## config.mk

```make
export PLATFORM = sky130hd
export DESIGN_NAME = fulladder
export DESIGN_NICKNAME = d
export VERILOG_FILES = /design/src/rtl/fulladder.sv
export SDC_FILE = /design/constraint.sdc
export NUM_CORES = 1
export LEC_CHECK = 0
export BUFFER_PORTS_ARGS = -buffer_cell sky130_fd_sc_hd__buf_2
export CAP_MARGIN = 5
export CORE_AREA = 2 2 39 41
export CTS_BUF_LIST = sky130_fd_sc_hd__clkbuf_8
export DETAILED_ROUTE_END_ITERATION = 10
export DIE_AREA = 0 0 41 43
export HOLD_SLACK_MARGIN = 0.02
export MAX_ROUTING_LAYER = met4
export PLACE_DENSITY = 0.3
export SYNTH_ARGS = -nofsm -noshare
export SYNTH_HDL_FRONTEND = slang
export SYNTH_SLANG_ARGS = --single-unit
```

## constraint.sdc

```tcl
create_clock -name clk -period 0.8 [get_ports clk]
set_input_delay 0.08 -clock clk [delete_from_list [all_inputs] [get_ports clk]]
set_output_delay 0.08 -clock clk [all_outputs]
set_load 0.005 [all_outputs]
```

## src/rtl/fulladder.sv

```systemverilog
// ---------------------------------------------------------------------------
// fulladder: registered ripple-carry adder. It is built from per-bit
// full-adder cells, and WIDTH=1 gives the classic single-bit cell.
//
// Parameters
//   WIDTH      operand and sum width in bits (1..64)
//
// Ports
//   clk        rising-edge clock
//   rst        asynchronous active-high reset
//   in_valid   A/B/C are captured on this edge
//   A, B       unsigned operands, WIDTH bits
//   C          carry-in
//   S          registered sum, WIDTH bits
//   Ca         registered carry-out
//   out_valid  S/Ca hold a result captured on the previous edge
//   ovf        registered two's-complement overflow
//              (present only when FULLADDER_OVF_EN is defined)
//
// Optional feature macro: FULLADDER_OVF_EN
//
// Handshake: this block has no ready signal and never stalls.
//   - When in_valid is high at a rising edge, A/B/C are summed and
//     registered on that edge.
//   - out_valid is high for exactly one cycle per captured result.
//   - When in_valid is low at an edge, S/Ca/ovf hold their values and
//     out_valid drops.
// ---------------------------------------------------------------------------
module fulladder #(
  parameter int WIDTH = 1
) (
  input  logic             clk,
  input  logic             rst,
  input  logic             in_valid,
  input  logic [WIDTH-1:0] A,
  input  logic [WIDTH-1:0] B,
  input  logic             C,
  output logic [WIDTH-1:0] S,
  output logic             Ca,
`ifdef FULLADDER_OVF_EN
  output logic             ovf,
`endif
  output logic             out_valid
);

  // carry[i] is the carry into bit i. carry[WIDTH] is the word carry-out.
  logic [WIDTH:0]   carry;
  logic [WIDTH-1:0] sum_bits;

  assign carry[0] = C;

  // The ripple chain through these cells is the critical path.
  for (genvar i = 0; i < WIDTH; i++) begin : g_cell
    logic half_sum;
    assign half_sum    = A[i] ^ B[i];
    assign sum_bits[i] = half_sum ^ carry[i];
    assign carry[i+1]  = (A[i] & B[i]) | (carry[i] & half_sum);
  end

`ifdef FULLADDER_OVF_EN
  // Signed overflow is flagged when the carry into the MSB differs from the
  // carry out of it. For WIDTH=1 the carry into the MSB is C itself.
  logic ovf_next;
  assign ovf_next = carry[WIDTH] ^ carry[WIDTH-1];
`endif

  always_ff @(posedge clk or posedge rst) begin
    if (rst) begin
      S         <= '0;
      Ca        <= 1'b0;
      out_valid <= 1'b0;
`ifdef FULLADDER_OVF_EN
      ovf       <= 1'b0;
`endif
    end else begin
      out_valid <= in_valid;
      if (in_valid) begin
        S   <= sum_bits;
        Ca  <= carry[WIDTH];
`ifdef FULLADDER_OVF_EN
        ovf <= ovf_next;
`endif
      end
    end
  end

endmodule

```

**Yosys cells after proc, flatten, opt, wreduce, memory -nomap -nowiden**

Cells that the tools add are included.

- Add/subtract/negate cells: 0
- Multiply operators: 0
- Divide/modulo/power cells: 0
- $lt $le $gt $ge: 0
- Equal/unequal tests: 0
- Shifts and indexed selects: 0
- Mux-type cells: 0
- Bitwise logic cells: 5
- Reduce and logical (&&, ||, !) cells: 0

Operators with widths:

| cell | number |
|---|---|
| AND 1 bit | 2 |
| XOR 1 bit | 2 |
| bitwise OR 1 bit | 1 |

- Register bits: 3
- Bits in latches: 0
- Bits in writable memories: 0
- Memory bits (read-only): 0
- Input bits: 6
- Output and inout port bits: 3
- Logic and storage cells: 8
- Memories: 0

**Longest topological paths before layout**

- Depth after elaboration: 3
- Mapped depth: 2
- Depth with buffers taken out: 2

**Least setup slack after synthesis**

No wires, ideal clock.

- Path type: in2reg
- Start: input port A
- End: register S
- Data arrival time: 0.781 ns
- Setup slack: -0.106 ns
- Cell stages on the path: 2
- Path buffers: 0
- Cell sequence: fa_1 > mux2_2

- Word-level cells in the longest chain between the ends: 2

RTL lines:

| item | line | text |
|---|---|---|
| start: declaration | 35 | `input logic [WIDTH-1:0] A,` |
| XOR 1 bit | 55 | `assign half_sum = A[i] ^ B[i];` |
| XOR 1 bit | 56 | `assign sum_bits[i] = half_sum ^ carry[i];` |
| end signal: assignment | 78 | `S <= sum_bits;` |
| end: declaration | 38 | `output logic [WIDTH-1:0] S,` |

No other way between the ends.
A chain may end at the register's enable or synchronous reset.

**Worst setup path in the final report**

- Start: register Ca
- End: output port Ca

RTL lines:

| item | line | text |
|---|---|---|
| start: declaration | 39 | `output logic Ca,` |
| start signal: assignment | 79 | `Ca <= carry[WIDTH];` |

No word-level cell between the ends.

==> results.md <==
- Routing usage on met3: 3.14%
- Core Area: 1380 um2
- TritonRoute pass-1 iters: 4
- WHS Endpoint: out_valid
- Unrepaired setup endpoints after global routing: true
- CP Capture Type: primary output
- Reg2Reg Depth: 1
- Tightest Pin Transition: 112 ps
- Final hold violations: 0
- Chip width: 41 um
- Via density: 2.69
- Die Ht: 43 um
- Worst min-delay path class: input port to register
- Largest net degree at the start of global routing: 4
- GRT met2 Usage: 4.06%
- Antenna cells: 0
- Reg2reg setup slack: 50 ps
- Initial Util: 8.77%
- Unique cell type count in the Yosys netlist: 4
- Crit-path max FO: 2
- Yosys warnings: 0
- Total GRT Usage: 4.85%
- Overall Power: 684 uW
- Initial antenna violation count: 0
- Final WS setup: 11.8 ps
- FF-to-FF Start: Ca
- Multi-input logic area: 52.6 um2
- Xor/xnor share of the synthesized area: 0%
- CP max stage delay: 370 ps
- Max-slew headroom: 92.5%
- Mux cell area share after synthesis: 18.6%
- Clock slew seen by the registers of the worst setup and hold paths: 30 ps
- Synth Area in Adders: 16.5%
- Post-CTS Setup Bufs: 0
- CTS Buf Count: 3
- DR DRC count: 0
- GR Util met1: 5.18%
- IO Pins: 9
- Area grow syn2layout: 108%
- Critical path type: register to primary output
- Slowest library cell on the worst path: dfrtp_1
- CP required: 720 ps
- Busiest grt layer: met4
- Final period util: 98.5%
- Final core occ: 18.3%
- Status: completed
- Htree depth: 1
- Routed Antenna Nets: 0
- FF/Latch Area: 75.1 um2
- Post-Place Setup Slack: -226 ps
- Syn Area/Cell: 17.3 um2
- Final max-slew violation count: 0
- RR Endpoint: Ca
- Most frequent cells in the layout: 7 x buf_2, 3 x dfrtp_1, 3 x clkbuf_8, 2 x mux2_4, 2 x inv_1
- Pwr dens: 2710 nW/um2
- DRT iter0 DRCs: 3
- Number of global-route vias before repair: 117
- Compound-cell area share of the yosys netlist: 0%
- Worst-path cell chain: buf_2
- Final Skew: 0 ps
- Commonest non-fill, non-tap cell in the layout: buf_2
- Min-delay src: in_valid
- GPL Wtd Cong: 0.600
- Leakage: 0.128 nW
- Post-synth design cell area: 121 um2
- Worst path bufs/invs: 1
- Root Driver: clkbuf_8
- Fill cells: 155
- Largest delay contributor family on the critical path: flip-flops
- Seq/Total Area, Yosys: 61.9%
- Setup TNS: 0 ps
- CTS tree: done
- Fin crit period: 788 ps
- Syn Inst Count: 7
- Post-DR wirelength/cell: 7.75 um
- Total number of vias: 97
- Mapped Nets: 14
- Largest family of logic cells by synthesized area: multiplexers
- Critical path launch point: Ca
- Max Cap Violations: 0
- Worst IR Drop VDD: 0.000909 V
- FMAX: 1270 MHz
- Critical Path Start Type: register
- DRT Wirelength: 279 um
- Clk Latency, worst-skew pair: 210 ps
- Layout cells sized above 1: 70.0%
- Cell depth of the worst min-delay path: 1
- First-pass GRT wire length: 455 um
- Synth Register Bits: 3
- Clk sinks: 3
- CTS max path bufs: 2
- Arr. time, crit path: 710 ps
- Net count, final: 28
- Port Buffer Count: 8
- Grt total ovfl: 0
- Post-synthesis simple-gate area fraction: 0%
- Row count: 14
- Die ar.: 1760 um2
- Setup violators final: 0
-- cells by family after synthesis --
kind of cell | after synthesis
adder cells (fa/ha/maj) | 1
buffers and inverters | 1
flip-flops | 3
multiplexers | 2
-- state kept, by name (all words and copies together) (netlist names) --
signal	cells
Ca	1
S	1
out_valid	1
-- per-layer routing --
| layer | up-vias | part of all wire, % |
|---|---|---|
| met5 | - | 0 |
| met4 | 0 | 0 |
| met3 | 0 | 12 |
| met2 | 6 | 42 |
| met1 | 44 | 46 |
| li1 | 47 | - |
-- synthesized netlist by cell type --
cell,instances,area (um2)
dfrtp_1,3,75.1
mux2_2,2,22.5
fa_1,1,20.0
inv_1,1,3.75
-- stage by stage --
step / hold slack (ps) / area (um2) / instances
2_1_floorplan: -166 / 128 / 7
3_3_place_gp: -52.2 / 188 / 31
3_5_place_dp: -46.7 / 188 / 31
4_1_cts: 26.1 / 253 / 36
5_1_grt: 36.3 / 253 / 36
6_report: 28.5 / 253 / 36
-- final cells by class --
cell class,count,share of cell area (%)
multi-input cells,3,20.8
well taps,16,7.92
flip-flops and latches,3,29.7
clock buffers,3,16.3
inverters,1,1.49
repair buffers,9,22.3
clock inverters,1,1.49
-- worst max path at each step --
stage,endpoint,slack (ps),depth (start not counted)
floorplan,S,-90,2
global placement,S,-220,3
detailed placement,S,-230,3
CTS,S,6,1
global route,Ca,-20,1
finish,Ca,10,1
-- where the power goes --
part	switching [mW]	total, mW	internal, mW
Combinational	0.0278	0.0828	0.0549
Clock	0.0950	0.421	0.326
Sequential	0.00847	0.180	0.172
-- repair_timing --
| item | in CTS | in global routing |
|---|---|---|
| pin swaps | 1 | 1 |
| hold endpoints to repair | 3 | 0 |
| endpoints found under the setup margin | 1 | 3 |
| resized for setup | 2 | 0 |
| hold buffers | 1 | 0 |
(Power assumes the default switching activity.)
